## config.mk

```make
export PLATFORM = sky130hd
export DESIGN_NAME = song_sequencer
export DESIGN_NICKNAME = d
export VERILOG_FILES = /design/src/rtl/song_sequencer_pkg.sv /design/src/rtl/song_sequencer_tone_gen.sv /design/src/rtl/song_sequencer.sv
export SDC_FILE = /design/constraint.sdc
export NUM_CORES = 1
export LEC_CHECK = 0
export ABC_AREA = 1
export BUFFER_PORTS_ARGS = -buffer_cell sky130_fd_sc_hd__buf_2
export CAP_MARGIN = 20
export CORE_MARGIN = 4
export CORE_UTILIZATION = 60
export CTS_CLUSTER_SIZE = 24
export DETAILED_ROUTE_END_ITERATION = 8
export HOLD_SLACK_MARGIN = 0.12
export PLACE_DENSITY = 0.87
export SYNTH_ARGS = -nofsm -noshare
export SYNTH_HDL_FRONTEND = slang
export SYNTH_SLANG_ARGS = --single-unit
```

## constraint.sdc

```tcl
create_clock -name clk -period 116.1 [get_ports clk]
set_input_delay 17.415 -clock clk [delete_from_list [all_inputs] [get_ports clk]]
set_output_delay 17.415 -clock clk [all_outputs]
set_load 0.005 [all_outputs]
```

## src/rtl/song_sequencer_pkg.sv

```systemverilog
// song_pkg: note codes, pitch table, half-period helper and sequencer states
// shared by song_sequencer and tone_gen.
package song_pkg;

  localparam logic [3:0] NOTE_REST = 4'd0;
  localparam logic [3:0] NOTE_C4   = 4'd1;
  localparam logic [3:0] NOTE_D4   = 4'd2;
  localparam logic [3:0] NOTE_E4   = 4'd3;
  localparam logic [3:0] NOTE_F4   = 4'd4;
  localparam logic [3:0] NOTE_G4   = 4'd5;
  localparam logic [3:0] NOTE_A4   = 4'd6;
  localparam logic [3:0] NOTE_AS4  = 4'd7;
  localparam logic [3:0] NOTE_C5   = 4'd8;
  localparam logic [3:0] NOTE_END  = 4'd15;

  localparam int unsigned FREQ_C4  = 261;
  localparam int unsigned FREQ_D4  = 293;
  localparam int unsigned FREQ_E4  = 329;
  localparam int unsigned FREQ_F4  = 349;
  localparam int unsigned FREQ_G4  = 392;
  localparam int unsigned FREQ_A4  = 440;
  localparam int unsigned FREQ_AS4 = 466;
  localparam int unsigned FREQ_C5  = 523;

  typedef enum logic [2:0] {
    ST_IDLE,
    ST_FETCH,
    ST_LOAD,
    ST_PLAY,
    ST_GAP
  } state_t;

  // Pitch in Hz for a note code; 0 marks anything that is silent (rests, END).
  function automatic int unsigned note_freq(input logic [3:0] code);
    case (code)
      NOTE_C4:  return FREQ_C4;
      NOTE_D4:  return FREQ_D4;
      NOTE_E4:  return FREQ_E4;
      NOTE_F4:  return FREQ_F4;
      NOTE_G4:  return FREQ_G4;
      NOTE_A4:  return FREQ_A4;
      NOTE_AS4: return FREQ_AS4;
      NOTE_C5:  return FREQ_C5;
      default:  return 0;
    endcase
  endfunction

  // Clock cycles per half period of the square wave; 0 means silent.
  function automatic int unsigned half_period(input logic [3:0] code,
                                              input int unsigned clk_hz);
    int unsigned f;
    f = note_freq(code);
    if (f == 0) return 0;
    return clk_hz / (2 * f);
  endfunction

endpackage

```

## src/rtl/song_sequencer_tone_gen.sv

```systemverilog
// tone_gen: square-wave generator for one voice. load restarts the phase
// (divider cleared, output low); silent codes hold the output low.
module tone_gen
  import song_pkg::*;
#(
  parameter int unsigned CLK_HZ = 12000000,
  parameter int unsigned DIV_W  = 16
) (
  input  logic       clk,
  input  logic       rst,
  input  logic       load,
  input  logic [3:0] code,
  output logic       speaker
);

  logic [DIV_W-1:0] half;
  logic [DIV_W-1:0] div_cnt;

  // Half-period lookup for the current code, truncated to the divider width.
  always_comb begin
    half = DIV_W'(half_period(code, CLK_HZ));
  end

  // Divider: toggle the output each time half-period cycles have elapsed.
  always_ff @(posedge clk) begin
    if (rst || load) begin
      div_cnt <= '0;
      speaker <= 1'b0;
    end else if (half == '0) begin
      div_cnt <= '0;
      speaker <= 1'b0;
    end else if (div_cnt == half - DIV_W'(1)) begin
      div_cnt <= '0;
      speaker <= ~speaker;
    end else begin
      div_cnt <= div_cnt + DIV_W'(1);
    end
  end

endmodule

```

## src/rtl/song_sequencer.sv

```systemverilog
// song_sequencer: walks a song ROM of (note, duration) entries and plays each
// note on the speaker pin, timed by a tempo tick. Supports start/stop, looping,
// rests and END markers.
// Optional macro NOTE_GAP_EN: inserts one silent tempo tick after every note.
module song_sequencer
  import song_pkg::*;
#(
  parameter int unsigned CLK_HZ   = 12000000,
  parameter int unsigned TICK_DIV = 750000,
  parameter int unsigned SONG_LEN = 26,
  parameter int unsigned ADDR_W   = 5,
  parameter int unsigned DUR_W    = 3,
  parameter int unsigned DIV_W    = 16
) (
  input  logic              clk,
  input  logic              rst,
  input  logic              start,
  input  logic              stop,
  input  logic              loop,
  output logic [ADDR_W-1:0] rom_addr,
  input  logic [3:0]        rom_note,
  input  logic [DUR_W-1:0]  rom_dur,
  output logic              busy,
  output logic [3:0]        note_idx,
  output logic              speaker
);

  localparam int unsigned TICK_W = (TICK_DIV > 1) ? $clog2(TICK_DIV) : 1;
  localparam logic [TICK_W-1:0] TICK_LAST = TICK_W'(TICK_DIV - 1);
  localparam logic [ADDR_W-1:0] ADDR_LAST = ADDR_W'(SONG_LEN - 1);

  state_t            state, state_next;
  logic [ADDR_W-1:0] addr_next;
  logic [TICK_W-1:0] tick_cnt, tick_next;
  logic [DUR_W-1:0]  dur_cnt, dur_cnt_next;
  logic [DUR_W-1:0]  dur_reg, dur_reg_next;
  logic [3:0]        note_reg, note_reg_next;
  logic [3:0]        note_idx_next;
  logic              tick_wrap;
  logic              note_done;
  logic              seq_advance;
  logic              seq_end;
  logic              tone_load;

  // State and datapath registers.
  always_ff @(posedge clk) begin
    if (rst) begin
      state    <= ST_IDLE;
      rom_addr <= '0;
      tick_cnt <= '0;
      dur_cnt  <= '0;
      dur_reg  <= '0;
      note_reg <= NOTE_REST;
      note_idx <= '0;
    end else begin
      state    <= state_next;
      rom_addr <= addr_next;
      tick_cnt <= tick_next;
      dur_cnt  <= dur_cnt_next;
      dur_reg  <= dur_reg_next;
      note_reg <= note_reg_next;
      note_idx <= note_idx_next;
    end
  end

  // Next-state and datapath logic. "Advance" and "end of song" are raised as
  // flags inside the case and resolved afterwards, since PLAY, GAP and LOAD
  // all share them; stop overrides everything last.
  always_comb begin
    state_next    = state;
    addr_next     = rom_addr;
    tick_next     = tick_cnt;
    dur_cnt_next  = dur_cnt;
    dur_reg_next  = dur_reg;
    note_reg_next = note_reg;
    note_idx_next = note_idx;
    seq_advance   = 1'b0;
    seq_end       = 1'b0;
    tick_wrap     = (tick_cnt == TICK_LAST);
    note_done     = tick_wrap && (dur_cnt == dur_reg);

    case (state)
      ST_IDLE: begin
        tick_next    = '0;
        dur_cnt_next = '0;
        if (start) begin
          state_next = ST_FETCH;
          addr_next  = '0;
        end
      end
      ST_FETCH: begin
        state_next = ST_LOAD;
      end
      ST_LOAD: begin
        note_reg_next = rom_note;
        dur_reg_next  = rom_dur;
        if (rom_note == NOTE_END) begin
          seq_end = 1'b1;
        end else begin
          state_next    = ST_PLAY;
          tick_next     = '0;
          dur_cnt_next  = '0;
          note_idx_next = rom_note;
        end
      end
      ST_PLAY: begin
        tick_next = tick_wrap ? '0 : tick_cnt + TICK_W'(1);
        if (tick_wrap) dur_cnt_next = dur_cnt + DUR_W'(1);
        if (note_done) begin
`ifdef NOTE_GAP_EN
          state_next    = ST_GAP;
          tick_next     = '0;
          note_idx_next = '0;
`else
          seq_advance = 1'b1;
`endif
        end
      end
      ST_GAP: begin
        tick_next = tick_wrap ? '0 : tick_cnt + TICK_W'(1);
        if (tick_wrap) seq_advance = 1'b1;
      end
      default: begin
        state_next = ST_IDLE;
      end
    endcase

    if (seq_advance) begin
      if (rom_addr == ADDR_LAST) begin
        seq_end = 1'b1;
      end else begin
        addr_next  = rom_addr + ADDR_W'(1);
        state_next = ST_FETCH;
      end
    end

    if (seq_end) begin
      addr_next = '0;
      if (loop) begin
        state_next = ST_FETCH;
      end else begin
        state_next    = ST_IDLE;
        note_idx_next = '0;
      end
    end

    if (stop) begin
      state_next    = ST_IDLE;
      addr_next     = '0;
      tick_next     = '0;
      dur_cnt_next  = '0;
      note_idx_next = '0;
    end
  end

  // Busy flag and tone restart control. The tone is reloaded (silenced and
  // phase-reset) on every edge that does not continue a PLAY, so the speaker
  // is low from the first cycle outside PLAY and each note starts in phase.
  always_comb begin
    busy      = (state != ST_IDLE);
    tone_load = (state == ST_LOAD) || (state_next != ST_PLAY);
  end

  tone_gen #(
    .CLK_HZ (CLK_HZ),
    .DIV_W  (DIV_W)
  ) u_tone (
    .clk     (clk),
    .rst     (rst),
    .load    (tone_load),
    .code    (note_reg),
    .speaker (speaker)
  );

endmodule

```

== Word-level counts from Yosys, hierarchy flattened ==
Memories as Yosys holds them, arrays and structs flattened. A register that Yosys moved wholly into a read port is not among the register bits.
Index checks and enable logic that the tools add are counted.

* Add/subtract/negate cells: 5
* Div/mod/pow operators: 1
* Equality and inequality tests: 12
* Muxes and demuxes: 33
* Bitwise operators: 1
* Reduce and logical (&&, ||, !) cells: 16

{| class="wikitable"
|+ Operators by type and width
! operator !! count
|-
| 20-bit one-hot mux with 3 select lines || 1
|-
| 20-bit two-way mux || 2
|-
| 24-bit by 32-bit divider with 32-bit output (first input constant) || 1
|-
| 32-bit zero test || 1
|-
| 3-bit two-way mux || 8
|-
| 4-bit two-way mux || 6
|-
| 20-bit by 1-bit adder with 20-bit output (second input constant) || 1
|-
| 20-bit == test (second input constant) || 1
|-
| 5-bit two-way mux || 4
|-
| 16-bit by 1-bit adder with 16-bit output (second input constant) || 1
|-
| 16-bit == test || 1
|-
| 16-bit zero test || 1
|-
| 16-bit two-way mux || 1
|-
| 16-bit by 1-bit subtractor with 16-bit output (second input constant) || 1
|-
| 3-bit one-hot mux with 4 select lines || 1
|-
| 3-bit one-hot mux with 3 select lines || 1
|-
| 3-bit nonzero test || 3
|-
| 1-bit two-way mux || 8
|-
| 3-bit by 2-bit == test with 1-bit output (second input constant) || 2
|-
| 2-bit OR reduction || 3
|-
| 3-bit OR reduction || 2
|-
| 5-bit by 1-bit adder with 5-bit output (second input constant) || 1
|-
| 5-bit == test (second input constant) || 1
|-
| 4-bit == test (second input constant) || 1
|-
| 13 further kinds || 15
|}

* Flip-flop bits (word level): 59
* Bits in read-only memories: 160
* Output and inout bits: 11
* Word-level logic and storage cells: 78
* Memories kept: 1

{| class="wikitable"
|+ Memories
! name !! depth !! bits a word !! read ports !! clocked after Yosys merged registers in !! wr ports !! RTL line !! source
|-
| (name not given) || 16 || 10 || 1 || 1 || 0 || song_sequencer_pkg.sv:35 || <nowiki>case (code)</nowiki>
|}

== Depth between registers and ports, before layout ==
* Depth after elaboration: 11
* Mapped depth: 447

== Hierarchy ==
Synthesis repeated with hierarchy kept, for this count alone.

* Cell total of the unflattened synthesis: 4718
* Area, all modules: 27910.5 µm²

{| class="wikitable"
|+ Modules (own cells, without submodules)
! module !! times used !! cells an instance !! area an instance (µm²) !! sequential area each (µm²)
|-
| tone_gen || 1 || 4343 || 25490.7 || 340.3
|-
| song_sequencer || 1 || 375 || 2419.8 || 840.8
|}

== Worst setup path after synthesis ==
OpenSTA, ideal clock, no wires.

* Kind: reg-to-reg
* Start: register with a tool-made name
* End: register u_tone.div_cnt[0]
* Data arrival time: 56897 ps
* Path slack: 59085 ps
* Cell stages (with the launch flop): 428
* Path buffers: 37
* Clock period less this slack: 57015 ps
* Cells stage by stage: dfxtp_1 > inv_1 > nand2_1 > nor2_1 > nand2_1 > nor2_1 > inv_1 > nor2_1 > ha_1 > nand2_4 > nand2_1 > nand2_1 > nand2_1 > nand2_1 > nand3_1 > nand2_1 > ha_1 > a21oi_1 > (+392 left out) > nand2_2 > nand2_4 > ha_1 > nand2_1 > nor2_1 > inv_2 > nor2_2 > inv_2 > nor2_1 > xor2_1 > nand4_1 > nor3b_1 > nand3_1 > nor2_2 > nand3_2 > o21ai_4 > buf_8 > nor2_1

{| class="wikitable"
|+ RTL lines
! element !! RTL line !! source
|-
| end signal: assignment || song_sequencer_tone_gen.sv:36 || <nowiki>div_cnt <= div_cnt + DIV_W'(1);</nowiki>
|-
| end: declaration || song_sequencer_tone_gen.sv:17 || <nowiki>logic [DIV_W-1:0] div_cnt;</nowiki>
|}

==> reports/summary.txt <==
status - complete, no violations
Die W - 228 µm
Primary FF master, synth - dfxtp_1
post-synth cell types - 84
Setup TNS - 0 ns
DRT iter0 DRCs - 2,567
starting density of the core - 60.7%
syn_area_per_cell - 6.10 µm²
# clock sinks - 69
largest net degree at the start of global routing - 38
Clock Latency Late Sink - 0.35 ns
H-tree Lvls - 3
final hold vios - 0
Worst EP required - 116.30 ns
most frequent CP cell - nand2_1
slowest cell on the critical path - o21ai_0
minimum clock period - 67.03 ns
vias in the first global route - 28,500
Max Freq - 14.9 MHz
crit path capture type - register
routability cong. - 0.980
Post-CTS Resized - 0
flops & latches, synth - 69
most common cell in the synthesized netlist - nand2_1
Pre-Repair DR Iteration Count - 7
Top Ports - 23
Slew @ Worst Pin - 1.02 ns
CP Max Fanout - 37
antenna-violating nets left - 0
clock-pin slew on the worst setup and hold paths - 0.07 ns
Mapped Cells - 4,752
Clock Skew - 0.0142 ns
TritonCTS clock tree - yes
Seq/Total Area, Yosys - 4.76%
clock buffer depth - 2
CTS Buf Count - 9
number of synthesized flops with an enable pin - 0
GR Util All Layers - 29.2%
setup violators final - 0
post-synth top area share - 13.6%
die height - 228 µm
Synth warnings - 0
Setup Buffers After CTS - 0
Max-cap violations - 0
Core ar. - 47,700 µm²
area delta synth->final - 1.79%
Post-synth top cells - 1,048 x nand2_1, 588 x inv_1, 420 x nor2_1, 331 x nand3_1, 260 x o21ai_0
synth top area cells - nand2_1 14%, ha_1 10%, inv_1 7.6%, nand3_1 5.7%, nor2_1 5.4%
share of layout cells above drive strength 1 - 16.8%
Nets - 4,974
relative slew slack - 31.0%
vias per inst - 5.76
drt total wl - 80.0 mm
diodes inserted - 0
hold_buf cts - 0
CP max stage delay - 0.82 ns
post-synth net total - 5,007
Setup CP Type - reg -> reg
die area - 51,900 µm²
FFs w/ async S/R, synth - 0%
global route total overflow - 0
Worst EP arrival - 67.23 ns
DRC - 0
area leader, netlist - nand2_1
Hold Path Class - reg -> reg
initial antenna violation count - 1
IO buf count - 22
Core Rows - 80
synthesized cell area - 29,000 µm²
first-pass GRT wire length - 133 mm
Avg WL per Cell - 15.0 µm
fin crit share - 57.7%
via count - 30,700
RSZ-0062 raised after global routing - false
dpl hpwl - 63.6 mm
CTS Root Cell - clkbuf_16
max-slew violation count - 0
crit start category - register
==> stage by stage <==
stage	instance area [µm²]	utilization [%]	hold WS, ns	setup WS [ns]	cells
floorplan	29000	-	0.441	59.09	4752
global placement	29200	61.2	0.451	53.02	5323
detailed placement	29200	61.2	0.463	50.58	5323
CTS	29500	61.8	0.479	50.29	5339
global route	29500	61.8	0.505	42.06	5339
finish	29500	61.8	0.476	49.07	5339
==> cells in the final DEF, fill, tap and decap left out, drive strengths merged, types with 3 or more instances in the layout <==
cell     synthesis  final
o21bai          43     43
or2             26     26
nand3          452    452
and3             8      8
nand2         1348   1348
nor3            63     63
inv            662    666
and2             3      3
a31oi           10     10
o21a            14     14
o2111ai         11     11
o21ai          335    335
a21o             9      9
a21boi           8      8
a21oi          259    259
o31ai            8      8
nor2           562    562
xnor2           99     99
buf             46     35
ha             243    243
nor3b            5      5
dfxtp           69     69
bufinv           5      6
nand3b          31     31
o221ai           4      4
a211oi           4      4
nor4            16     16
nand4          139    139
a221oi           3      3
o211ai          19     19
clkinv          32     33
clkbuf          32      9
xor2           174    174
==> worst max-delay path, delay by kind of cell (launching register included) <==
family                   cells  cell delay [ns]
flip-flops                   1             0.67
AO/OA/AOI/OAI              126            23.06
AND/OR/NAND/NOR            182            24.72
adder cells (fa/ha/maj)     31            10.50
XOR/XNOR                     3             0.46
buffers and inverters       48             7.30
==> layout make-up <==
cell class              count  area [µm²]
repair buffers             35         208
clock buffers               9         225
inverters                 699        2880
flip-flops and latches     69        1380
well taps                 615         769
multi-input cells        3905       24000
fillers                  4471       18200
clock inverters             7        88.8
==> layer usage <==
metal | global-route usage [%] | wire length, µm | vias to the layer above
met5 | 0 | 13 | -
met4 | 8.63 | 2510 | 2
met3 | 2.83 | 5860 | 209
met2 | 50.4 | 36500 | 1157
met1 | 38.6 | 35200 | 13800
li1 | - | - | 15500
==> kinds of logic after synthesis <==
family | count (synthesis) | share of synthesized area, %
other | 1 | 0.0129
adders and majority gates | 243 | 10.5
xor gates and xnor gates | 273 | 8.37
buffers and inverters | 778 | 12.6
muxes | 1 | 0.0345
and+or+nand+nor | 2655 | 49.0
DFF | 69 | 4.76
AOI/OAI and AO/OA | 732 | 14.7
==> path summary, 6_finish.rpt <==
| check | from | endpoint | slack [ns] | depth (start not counted) |
|---|---|---|---|---|
| worst max-delay path | register | u_tone.div_cnt[9] | 49.07 | 390 |
| worst min-delay path | tick_cnt[16] | tick_cnt[16] | 0.48 | 1 |
| worst max register to register | register | u_tone.div_cnt[9] | 49.07 | 390 |
| worst min register to register | tick_cnt[16] | tick_cnt[16] | 0.48 | 1 |
Power is left out: the tool's default activity adds up to more than one toggle a clock period on the data nets, which glitch-free logic cannot reach.
